<file path="src/rtl/flappy_game_ctrl.sv">
// flappy_game_ctrl: game FSM, bird physics, three scrolling pipes, scoring and collision check
module flappy_game_ctrl #(
  parameter int BIRD_X     = 100,
  parameter int PIPE_SPEED = 2,
  parameter int GRAVITY    = 1,
  parameter int FLAP_VEL   = 8,
  parameter int MAX_FALL   = 10,
  parameter int GAP        = 80,
  parameter int PIPE_W     = 40,
  parameter int BIRD_SZ    = 20,
  parameter int Y_FLOOR    = 460
) (
  input  logic       clk_div,
  input  logic       reset_n,
  input  logic       frame_tick,
  input  logic       btn_flap,
  input  logic       start,
  output logic [9:0] bird_x,
  output logic [9:0] bird_y,
  output logic [9:0] pipe1_x,
  output logic [9:0] pipe2_x,
  output logic [9:0] pipe3_x,
  output logic [9:0] pipe1y_up,
  output logic [9:0] pipe2y_up,
  output logic [9:0] pipe3y_up,
  output logic [7:0] score,
  output logic       game_over,
  output logic       playing
);
  typedef enum logic [1:0] {IDLE, PLAY, CHECK, DEAD} state_t;
  localparam logic signed [5:0]  GR = GRAVITY[5:0];
  localparam logic signed [5:0]  FV = FLAP_VEL[5:0];
  localparam logic signed [5:0]  MF = MAX_FALL[5:0];
  localparam logic signed [10:0] YF = Y_FLOOR[10:0];
  localparam logic [9:0] PX0 [3] = '{10'd400, 10'd613, 10'd826};
  localparam logic [9:0] PU0 [3] = '{10'd120, 10'd200, 10'd160};
  state_t state, state_n;
  logic btn_q, flap_pend, pend_n, floor_hit, floor_n, floor_u, fe, hit;
  logic signed [5:0] vel, vel_n, vel_g, vel_u;
  logic signed [10:0] ys;
  logic [9:0] y_n, y_u;
  logic [9:0] px [3];
  logic [9:0] px_n [3];
  logic [9:0] px_u [3];
  logic [9:0] pu [3];
  logic [9:0] pu_n [3];
  logic [9:0] pu_u [3];
  logic [7:0] score_n, score_u, lfsr;
  logic [8:0] ssum;
  logic [1:0] passes;
  assign fe = btn_flap & ~btn_q;
  assign bird_x = BIRD_X[9:0];
  assign {pipe1_x, pipe2_x, pipe3_x} = {px[0], px[1], px[2]};
  assign {pipe1y_up, pipe2y_up, pipe3y_up} = {pu[0], pu[1], pu[2]};
  // a flap edge landing on the frame tick is folded into that frame
  always_comb begin
    vel_g = vel + GR;
    vel_u = (flap_pend | fe) ? -FV : (vel_g > MF ? MF : vel_g);
    ys = $signed({1'b0, bird_y} + {{5{vel_u[5]}}, vel_u});
    floor_u = ys >= YF;
    y_u = ys[10] ? '0 : floor_u ? Y_FLOOR[9:0] : ys[9:0];
    passes = '0;
    hit = floor_hit;
    for (int i = 0; i < 3; i++) begin
      px_u[i] = px[i] < PIPE_SPEED[9:0] ? px[i] + 10'(640 - PIPE_SPEED) : px[i] - PIPE_SPEED[9:0];
      pu_u[i] = px[i] < PIPE_SPEED[9:0] ? 10'd40 + {2'b0, lfsr} : pu[i];
      passes = passes + 2'({1'b0, px[i]} + PIPE_W[10:0] > BIRD_X[10:0] &&
                           {1'b0, px_u[i]} + PIPE_W[10:0] <= BIRD_X[10:0]);
      hit = hit | ({1'b0, px[i]} < 11'(BIRD_X + BIRD_SZ) && {1'b0, px[i]} + PIPE_W[10:0] > BIRD_X[10:0] &&
                   ({1'b0, bird_y} < {1'b0, pu[i]} || {1'b0, bird_y} + BIRD_SZ[10:0] > {1'b0, pu[i]} + GAP[10:0]));
    end
    ssum = {1'b0, score} + {7'b0, passes};
    score_u = ssum[8] ? 8'hFF : ssum[7:0];
  end
  always_comb begin
    state_n = state;
    pend_n = flap_pend;
    vel_n = vel;
    y_n = bird_y;
    floor_n = floor_hit;
    px_n = px;
    pu_n = pu;
    score_n = score;
    if (start) begin
      state_n = IDLE;
      pend_n = 1'b0;
      vel_n = '0;
      y_n = 10'd220;
      floor_n = 1'b0;
      px_n = PX0;
      pu_n = PU0;
      score_n = state == DEAD ? score : '0;
    end else
      case (state)
        IDLE: if (fe) begin
          state_n = PLAY;
          pend_n = 1'b1;
          score_n = '0;
        end
        PLAY: begin
          pend_n = flap_pend | fe;
          if (frame_tick) begin
            state_n = CHECK;
            pend_n = 1'b0;
            vel_n = vel_u;
            y_n = y_u;
            floor_n = floor_u;
            px_n = px_u;
            pu_n = pu_u;
            score_n = score_u;
          end
        end
        CHECK: begin
          pend_n = flap_pend | fe;
          state_n = hit ? DEAD : PLAY;
        end
        default: pend_n = 1'b0;
      endcase
  end
  always_ff @(posedge clk_div or negedge reset_n)
    if (!reset_n) begin
      state <= IDLE;
      btn_q <= 1'b0;
      flap_pend <= 1'b0;
      vel <= '0;
      bird_y <= 10'd220;
      floor_hit <= 1'b0;
      px <= PX0;
      pu <= PU0;
      score <= '0;
      lfsr <= 8'hA5;
      game_over <= 1'b0;
      playing <= 1'b0;
    end else begin
      state <= state_n;
      btn_q <= btn_flap;
      flap_pend <= pend_n;
      vel <= vel_n;
      bird_y <= y_n;
      floor_hit <= floor_n;
      px <= px_n;
      pu <= pu_n;
      score <= score_n;
      lfsr <= {lfsr[6:0], lfsr[7] ^ lfsr[5] ^ lfsr[4] ^ lfsr[3]};
      game_over <= state_n == DEAD;
      playing <= state_n == PLAY || state_n == CHECK;
    end
endmodule
</file>
<file path="config.mk">
export PLATFORM = sky130hd
export DESIGN_NAME = flappy_game_ctrl
export DESIGN_NICKNAME = d
export VERILOG_FILES = /design/src/rtl/flappy_game_ctrl.sv
export SDC_FILE = /design/constraint.sdc
export NUM_CORES = 1
export LEC_CHECK = 0
export BUFFER_PORTS_ARGS = -buffer_cell sky130_fd_sc_hd__buf_2
export CAP_MARGIN = 20
export CELL_PAD_IN_SITES_DETAIL_PLACEMENT = 2
export CELL_PAD_IN_SITES_GLOBAL_PLACEMENT = 2
export CORE_MARGIN = 1.5
export CORE_UTILIZATION = 36
export DETAILED_ROUTE_END_ITERATION = 10
export PLACE_DENSITY_LB_ADDON = 0.1
export SLEW_MARGIN = 25
export SYNTH_ARGS = -nofsm -noshare
export SYNTH_HDL_FRONTEND = slang
export SYNTH_SLANG_ARGS = --single-unit
</file>
<file path="constraint.sdc">
create_clock -name clk_div -period 5.2 [get_ports clk_div]
set_clock_uncertainty 0.05 [all_clocks]
set_input_delay 0.52 -clock clk_div [delete_from_list [all_inputs] [get_ports clk_div]]
set_output_delay 0.52 -clock clk_div [all_outputs]
set_load 0.02 [all_outputs]
</file>
Yosys cells after proc, flatten, opt, wreduce, memory -nomap -nowiden:

Cells that the tools add are included.

* mux-type cells: 40
* bitwise logic cells: 9
* reduce and logical (&&, ||, !) cells: 25
* equality and inequality tests: 9
* $add $sub $neg: 22
* order comparisons: 20

Operators with widths (number)
* $mux W30: 6
* $mux W10: 11
* $add A10 B6 Y11 const B: 6
* $mux W8: 5
* $add A10 B7 Y11 const B: 3
* $gt A11 B11 Y1: 3
* $gt A11 B7 Y1 const B: 3
* $le A11 B7 Y1 const B: 3
* $add A10 B10 Y10 const B: 3
* $lt A10 B10 Y1: 3
* $lt A10 B2 Y1 const B: 3
* $lt A10 B7 Y1 const B: 3
* $mux W6: 5
* $sub A10 B2 Y10 const B: 3
* $pmux W8 S2: 1
* $add A10 B11 Y11: 1
* $add A10 B5 Y11 const B: 1
* $ge A11 B10 Y1 const B: 1
* $reduce_bool A2 Y1: 5
* $add A6 B8 Y9 const A: 1
* $add A8 B2 Y9: 1
* $logic_and A1 B1 Y1: 9
* $reduce_and A3 Y1: 3
* $eq A2 B2 Y1 const B: 4
* other kinds (20): 38

* input port bits: 5
* register bits: 99
* logic and storage cells: 141
* output and inout port bits: 90

Depth between registers and ports, before layout:

Gate-level depths: netlist (run 1).

* depth after elaboration: 12
* gate-level depth with buffers: 18
* mapped depth without buffers: 18

Worst setup path before layout (run 1):

No wires, ideal clock.

* kind: flip-flop to flip-flop
* start point: reg px (netlist bit pipe1_x[3])
* end point: reg score[7]
* cell stages (with the launch flop): 18
* path slack: 1201 ps
* period minus slack after synthesis: 3999 ps
* arrival time: 3820 ps
* path through: dfrtp_1 -> inv_1 -> ha_1 -> nand3b_1 -> nor3_1 -> xnor2_1 -> nor3_1 -> a31oi_1 -> a2111oi_0 -> o21ai_0 -> fa_1 -> inv_1 -> ha_1 -> fa_1 -> and2_1 -> and3_1 -> o31ai_1 -> a21oi_1

* longest elaborated chain between the ends: 12
* elaborated cells between the ends (all ways): 16

RTL lines
* start: declaration: RTL line 42 `logic [9:0] px [3];`
* start signal: assignment: RTL line 141 `px <= px_n;`
* $sub A10 B2 Y10 (tied with other cells): RTL line 65 `px_u[i] = px[i] < PIPE_SPEED[9:0] ? px[i] + 10'(640 - PIPE_SPEED) : px[i] - PIPE_SPEED[9:0];`
* $mux W10: RTL line 65
* $add A10 B6 Y11: RTL line 68 `{1'b0, px_u[i]} + PIPE_W[10:0] <= BIRD_X[10:0]);`
* $le A11 B7 Y1: RTL line 68
* $logic_and A1 B1 Y1 *: RTL line 67 `passes = passes + 2'({1'b0, px[i]} + PIPE_W[10:0] > BIRD_X[10:0] &&`
* $add A1 B1 Y2 *: RTL line 67
* $add A2 B1 Y2 *: RTL line 67
* $add A8 B2 Y9 *: RTL line 72 `ssum = {1'b0, score} + {7'b0, passes};`
* $mux W8 *: RTL line 73 `score_u = ssum[8] ? 8'hFF : ssum[7:0];`
* $mux W8 *: RTL line 102 `if (frame_tick) begin`
* $pmux W8 S2 *: RTL line 94 `case (state)`
* $mux W8 *: RTL line 84 `if (start) begin`
* end signal: assignment: RTL line 143 `score <= score_n;`
* end: declaration: RTL line 26 `output logic [7:0] score,`

Every way passes the cells marked *; elsewhere a longest branch is shown, timed or not. The select of a mux whose other input is x is not followed.
A chain may end at the register's enable or synchronous reset.

Worst setup path after layout (run 1):

Ends and elaborated chain as after synthesis.

==> flow_metrics.env, run 1 <==
export IMPL_port_buffers=79
export IMPL_syn_area_per_cell_um2=8.66
export IMPL_yosys_area_share_simple_pct=18.4
export IMPL_dp_hpwl_um=18800
export IMPL_vias=6597
export IMPL_p_comb_share_pct=21.5
export IMPL_design_die_area_um2=21300
export IMPL_nFillCells=2289
export IMPL_synth_async_reset_ratio_pct=100
export IMPL_numCtsBuffers=9
export IMPL_drive_gt1_share_pct=15.6
export IMPL_synth_distinct_cells=68
export IMPL_irDropWorstVdd_v=0.000136
export IMPL_firstDrtPassIters=4
export IMPL_antenna_found_initial=0
export IMPL_finalSetupViolations=0
export IMPL_crit_type="flip-flop to flip-flop"
export IMPL_yosys_warnings=0
export IMPL_final_hold_viol_count=0
export IMPL_synth_xor_area_share_pct=5.95
export IMPL_die_y_um=146
export IMPL_worstMarginPinSlew_ns=1.05
export IMPL_post_cts_buffers=0
export IMPL_routed_wl_um=24600
export IMPL_max_slew_margin_pct=29.5
export IMPL_synth_edf_count=0
export IMPL_syn_inst=850
export IMPL_crit_path_end_kind="flip-flop"
export IMPL_cts_tree="done"
export IMPL_synth_compound_area_share_pct=18.7
export IMPL_p_sw_share_pct=30.7
export IMPL_critical_path_arrival_ns=4.71
export IMPL_drt_iter0_markers=198
export IMPL_synth_top_family_by_area="compound AO/OA/AOI/OAI gates"
export IMPL_crit_slowest_cell="fa_1"
export IMPL_grt_pass1_wl_um=39400
export IMPL_clkPwrFrac_pct=37.7
export IMPL_p_int_mw=1.34
export IMPL_fin_setup_tns_ns=0
export IMPL_rows=52
export IMPL_core_area_um2=20200
export IMPL_cts_max_path_buffers=2
export IMPL_cts_repair_resized=0
export IMPL_power_mw=1.93
export IMPL_cts_sinks=94
export IMPL_ys_flop_type="dfrtp_1"
export IMPL_die_w_um=146
export IMPL_ys_seq_area_share_pct=32.5
export IMPL_start_util_pct=36.5
export IMPL_hold_buffers=0
export IMPL_clk_latency_ns=0.35
export IMPL_drv_cap=0
export IMPL_crit_path_start_kind="flip-flop"
export IMPL_total_leakage_power_nw=3.89
export IMPL_power_switching_mw=0.592
export IMPL_cp_max_fo=9
export IMPL_wl_per_cell_um=20.7
export IMPL_layout_nets=1009
export IMPL_synth_fa_ha_area_share_pct=15.9
export IMPL_outcome="finished clean"
export IMPL_grt_start_max_net_pins=66
export IMPL_seqPwrFrac_pct=40.8
export IMPL_n_antenna_cell=0
export IMPL_fin_crit_ns=4.54
export IMPL_synthMuxAreaShare_pct=2.31
export IMPL_p_per_area_nw_per_um2=233
export IMPL_max_freq_ghz=0.220
export IMPL_rsz0062_at_grt="false"
export IMPL_cp_cell_sequence="inv_1 > ha_1 > nand3b_1 > nor3_1 > xnor2_1 > nor3_1 > a31oi_1 > a2111oi_0 > o21ai_0 > fa_1 > inv_1 > ha_1 > fa_1 > and2_1 > and3_1 > o31ai_1 > a21oi_1"
export IMPL_synth_seq_cells=94
export IMPL_seqCellArea_um2=2390
export IMPL_syn_area_um2=7360
export IMPL_multi_input_area_um2=4570
export IMPL_period_share_pct=87.2
export IMPL_area_growth_pct=12.4
export IMPL_grt_overflow_total=0
export IMPL_root_buffer="clkbuf_16"
export IMPL_crit_required_ns=5.37
export IMPL_num_io_pins=95
export IMPL_grtUsageTotal_pct=23.3
export IMPL_via_per_inst=5.56
export IMPL_max_stage_delay_ns=0.55
export IMPL_maxSlewViolCount=0
export IMPL_grt_pass1_vias=7321
export IMPL_path_clk_slew_ns=0.07
export IMPL_gp_congestion=0.875
export IMPL_htreeDepth=3
export IMPL_drtAntennaViolNets=0
export IMPL_drc_errors=0
export IMPL_min_path_type="input port to flip-flop"
path summary, 6_finish.rpt:
check                                     to  slack [ns]  startpoint  cells after the start
worst max-delay path                score[7]        0.66  pipe1_x[3]                     17
worst min-delay path                   btn_q        0.24    btn_flap                      1
worst max register to register      score[7]        0.66  pipe1_x[3]                     17
worst min register to register       lfsr[7]        0.39     lfsr[6]                      0
max in group asynchronous         pipe3_x[5]        3.85     reset_n                      2
min in group asynchronous       pipe2y_up[4]        0.25     reset_n                      1
per-layer routing:
metal,wire length (µm),vias to the layer above,global-route usage (%)
met4,432,0,6.72
met1,11100,3362,29.3
met3,666,27,3.13
met2,12400,78,41.5
li1,-,3130,-
met5,0,-,0
through the flow:
stage	std cells	instance area [µm²]	setup WS (ns)	util, %	hold slack, ns
after global routing	1187	8270	0.260	41.0	0.230
after detailed placement	1171	7950	0.685	39.4	0.374
final	1187	8270	0.665	41.0	0.240
after global placement	1171	7950	0.871	39.4	0.361
after CTS	1187	8270	0.635	41.0	0.231
after floorplan	863	7410	1.20	-	0.174
sequential cells by signal (all words and copies together) (netlist names):
name and count:
btn_q 1, lfsr 8, bird_y 10, pipe3y_up 9, pipe3_x 9, pipe1_x 9, pipe2_x 10, state 2
flap_pend 1, score 8, vel 6, pipe1y_up 9, playing 1, pipe2y_up 9, game_over 1, floor_hit 1
cells in the mapped netlist, types with 8 or more instances:
cell type	number	share of area, %
ha_1	89	15
nor2_1	74	3.8
nand2_1	71	3.6
dfrtp_1	62	21
a21oi_1	58	3.9
inv_1	58	3.0
o21ai_0	58	3.9
nand3_1	35	2.4
xnor2_1	33	3.9
dfstp_2	32	11
clkbuf_1	30	1.5
nor3_1	19	1.3
mux2i_1	17	2.3
xor2_1	17	2.0
buf_4	15	1.5
a31oi_1	13	1.1
and3_1	11	0.93
o211ai_1	11	1.1
or3_1	10	0.85
o21a_1	9	0.92
nand4_1	8	0.68
nor4_1	8	0.68
power by group through the flow:
| stage | Clock [mW] | Combinational [mW] | Sequential, mW |
|---|---|---|---|
| floorplan | 0 | 0.284 | 0.798 |
| global placement | 0 | 0.390 | 0.799 |
| detailed placement | 0 | 0.413 | 0.800 |
| CTS | 0.744 | 0.420 | 0.787 |
| global route | 0.770 | 0.462 | 0.791 |
| finish | 0.726 | 0.415 | 0.787 |
cells by family (layout without fill, tap and decap cells):
kind of cell,Yosys count,count (layout)
AO/OA/AOI/OAI,216,216
XOR/XNOR,50,50
adder cells (fa/ha/maj),92,92
buffers and inverters,104,158
flip-flops,94,94
multiplexers,17,17
other,2,15
AND/OR/NAND/NOR,275,275
final cells by class:
type / instances / area share [%]
sequential: 94 / 28.9
multi-input combinational: 665 / 55.3
clock inverter: 3 / 0.817
inverter: 58 / 2.63
clock buffer: 13 / 3.03
timing repair buffer: 84 / 5.26
tap: 270 / 4.08
critical path: cells and delay by family (launching register included):
family | cells | cell delay (ns)
adders and majority gates | 4 | 1.35
and+or+nand+nor | 5 | 1.13
AOI/OAI and AO/OA | 5 | 1.04
DFF | 1 | 0.50
buffers and inverters | 2 | 0.21
xor gates and xnor gates | 1 | 0.11
placed cells by master, fill, tap and decap left out, types with 5 or more instances in the layout:
| cell | count |
|---|---|
| o21a_1 | 9 |
| a21oi_1 | 58 |
| o21ai_0 | 58 |
| clkbuf_16 | 9 |
| and3_1 | 11 |
| nor3_1 | 19 |
| nor2_1 | 74 |
| nor4_1 | 8 |
| buf_4 | 6 |
| a21o_1 | 7 |
| nor2b_1 | 7 |
| nand3_1 | 35 |
| or3_1 | 10 |
| nand2_1 | 71 |
| nand2b_1 | 7 |
| o31ai_1 | 5 |
| a22o_1 | 5 |
| nand4_1 | 8 |
| dfrtp_1 | 62 |
| ha_1 | 89 |
| a2111oi_0 | 5 |
| xnor2_1 | 33 |
| conb_1 | 15 |
| o211ai_1 | 11 |
| inv_1 | 58 |
| mux2i_1 | 17 |
| dfstp_2 | 32 |
| xor2_1 | 17 |
| a211oi_1 | 7 |
| buf_2 | 78 |
| a31oi_1 | 13 |
No activity file was read; power rests on OpenSTA's default activity.
==> inputs of run 2 (changes only) <==
--- a/config.mk
+++ b/config.mk
@@ -10,7 +10,8 @@
 export CELL_PAD_IN_SITES_DETAIL_PLACEMENT = 2
 export CELL_PAD_IN_SITES_GLOBAL_PLACEMENT = 2
 export CORE_MARGIN = 1.5
-export CORE_UTILIZATION = 36
+export CORE_UTILIZATION = 37
+export CTS_BUF_LIST = sky130_fd_sc_hd__clkbuf_4 sky130_fd_sc_hd__clkbuf_8
 export DETAILED_ROUTE_END_ITERATION = 10
 export PLACE_DENSITY_LB_ADDON = 0.1
 export SLEW_MARGIN = 25
==> flow_metrics.env, run 2 (synthesized netlist as in run 1, its figures left out) <==
export IMPL_numCtsBuffers=9
export IMPL_port_buffers=79
export IMPL_cts_tree="done"
export IMPL_final_hold_viol_count=0
export IMPL_drive_gt1_share_pct=15.9
export IMPL_num_io_pins=95
export IMPL_reg2reg_from="pipe1_x[3]"
export IMPL_root_buffer="clkbuf_8"
export IMPL_regToRegEndpoint="score[7]"
export IMPL_start_util_pct=37.8
export IMPL_vias=6692
export IMPL_layout_nets=1009
export IMPL_core_area_um2=19500
export IMPL_irDropWorstVdd_v=0.000132
export IMPL_seqCellArea_um2=2390
export IMPL_die_y_um=144
export IMPL_drt_iter0_markers=187
export IMPL_top_usage_layer="met2"
export IMPL_post_route_util_pct=41.8
export IMPL_routed_wl_um=24900
export IMPL_crit_type="flip-flop to flip-flop"
export IMPL_fin_setup_tns_ns=0
export IMPL_final_cell_mix="89 x ha_1, 78 x buf_2, 74 x nor2_1, 71 x nand2_1, 62 x dfrtp_1"
export IMPL_final_common_cell="ha_1"
export IMPL_cts_repair_resized=0
export IMPL_crit_path_end_kind="flip-flop"
export IMPL_area_growth_pct=10.5
export IMPL_n_antenna_cell=0
export IMPL_via_per_inst=5.66
export IMPL_nFillCells=2227
export IMPL_drtAntennaViolNets=0
export IMPL_outcome="finished clean"
export IMPL_wl_per_cell_um=21.1
export IMPL_use_met2_pct=44.0
export IMPL_max_freq_ghz=0.221
export IMPL_crit_slowest_cell="fa_1"
export IMPL_crit_path_start_kind="flip-flop"
export IMPL_rsz0062_at_grt="false"
export IMPL_stdcell_count=1182
export IMPL_p_per_area_nw_per_um2=209
export IMPL_cp_max_fo=9
export IMPL_pre_cts_ws_ns=0.615
export IMPL_use_met3_pct=3.84
export IMPL_antenna_found_initial=0
export IMPL_cts_sinks=94
export IMPL_period_share_pct=87.1
export IMPL_drv_cap=0
export IMPL_r2r_cells=17
export IMPL_fin_crit_ns=4.53
export IMPL_worstMarginPinSlew_ns=1.06
export IMPL_grt_start_max_net_pins=56
export IMPL_rrSetupSlack_ns=0.67
export IMPL_clk_latency_ns=0.39
export IMPL_dp_hpwl_um=19400
export IMPL_cp_cell_sequence="inv_1 > ha_1 > nand3b_1 > nor3_1 > xnor2_1 > nor3_1 > a31oi_1 > a2111oi_0 > o21ai_0 > fa_1 > inv_1 > ha_1 > fa_1 > and2_1 > and3_1 > o31ai_1 > a21oi_1"
export IMPL_grtUsageTotal_pct=24.7
export IMPL_total_leakage_power_nw=3.83
export IMPL_design_die_area_um2=20800
export IMPL_place_area_um2=7950
export IMPL_grt_overflow_total=0
export IMPL_die_w_um=144
export IMPL_cts_max_path_buffers=2
export IMPL_max_slew_margin_pct=29.2
export IMPL_power_mw=1.70
export IMPL_firstDrtPassIters=4
export IMPL_grt_pass1_vias=7236
export IMPL_gp_congestion=0.830
export IMPL_htreeDepth=3
export IMPL_grtUsageMet1_pct=30.7
export IMPL_post_cts_buffers=0
export IMPL_path_clk_slew_ns=0.11
export IMPL_setup_ws_ns=0.671
export IMPL_min_path_type="input port to async pin"
export IMPL_maxSlewViolCount=0
export IMPL_grt_pass1_wl_um=39500
export IMPL_crit_required_ns=5.41
export IMPL_finalSetupViolations=0
export IMPL_place_inst=1166
export IMPL_multi_input_area_um2=4570
export IMPL_drc_errors=0
export IMPL_hold_slack_ns=0.0626
export IMPL_final_area_um2=8140
export IMPL_critical_path_arrival_ns=4.74
export IMPL_rows=51
export IMPL_hold_buffers=0
export IMPL_max_stage_delay_ns=0.55
run 2: changes by cell type in the layout (fill, tap and decap cells not counted):
| cell | previous run | this run |
|---|---|---|
| clkbuf_8 | 1 | 11 |
| clkbuf_16 | 9 | 0 |
| clkbuf_1 | 3 | 0 |
| bufinv_16 | 2 | 0 |
| clkinvlp_4 | 1 | 3 |
| clkbuf_4 | 0 | 1 |
| clkinv_4 | 0 | 1 |
run 2: power breakdown:
part	total, mW	internal [mW]	leakage (nW)	switching (mW)
logic	0.417	0.150	2.55	0.267
clock network	0.493	0.207	0.0882	0.287
registers	0.787	0.751	1.19	0.0359
total	1.70	1.11	3.83	0.590
run 2: layout make-up:
cell class	count	area share, %
multi-input cells	665	56.2
flip-flops and latches	94	29.4
repair buffers	84	5.35
well taps	265	4.07
inverters	58	2.68
clock buffers	12	1.95
clock inverters	4	0.384
run 2: critical path, delay by kind of cell (launching register included):
kind | cells | cell delay [ns]
fa+ha+maj | 4 | 1.35
xor+xnor | 1 | 0.11
simple gates | 5 | 1.10
buf+inv | 2 | 0.19
compound gates | 5 | 1.09
flops | 1 | 0.51
run 2: worst max-delay path by stage:
| stage | from | endpoint | slack, ns | cells past startpoint |
|---|---|---|---|---|
| floorplan | pipe1_x[3] | score[7] | 1.20 | 17 |
| global placement | pipe1_x[3] | score[7] | 0.90 | 17 |
| detailed placement | pipe1_x[3] | score[7] | 0.61 | 17 |
| CTS | pipe1_x[3] | score[7] | 0.60 | 17 |
| global route | pipe1_x[3] | score[7] | 0.26 | 15 |
| finish | pipe1_x[3] | score[7] | 0.67 | 17 |
run 2: routing by layer:
metal | share of wire, % | vias to the layer above
met4 | 1.9 | 0
met2 | 51 | 95
met3 | 3.1 | 33
met5 | 0 | -
met1 | 44 | 3422
li1 | - | 3142
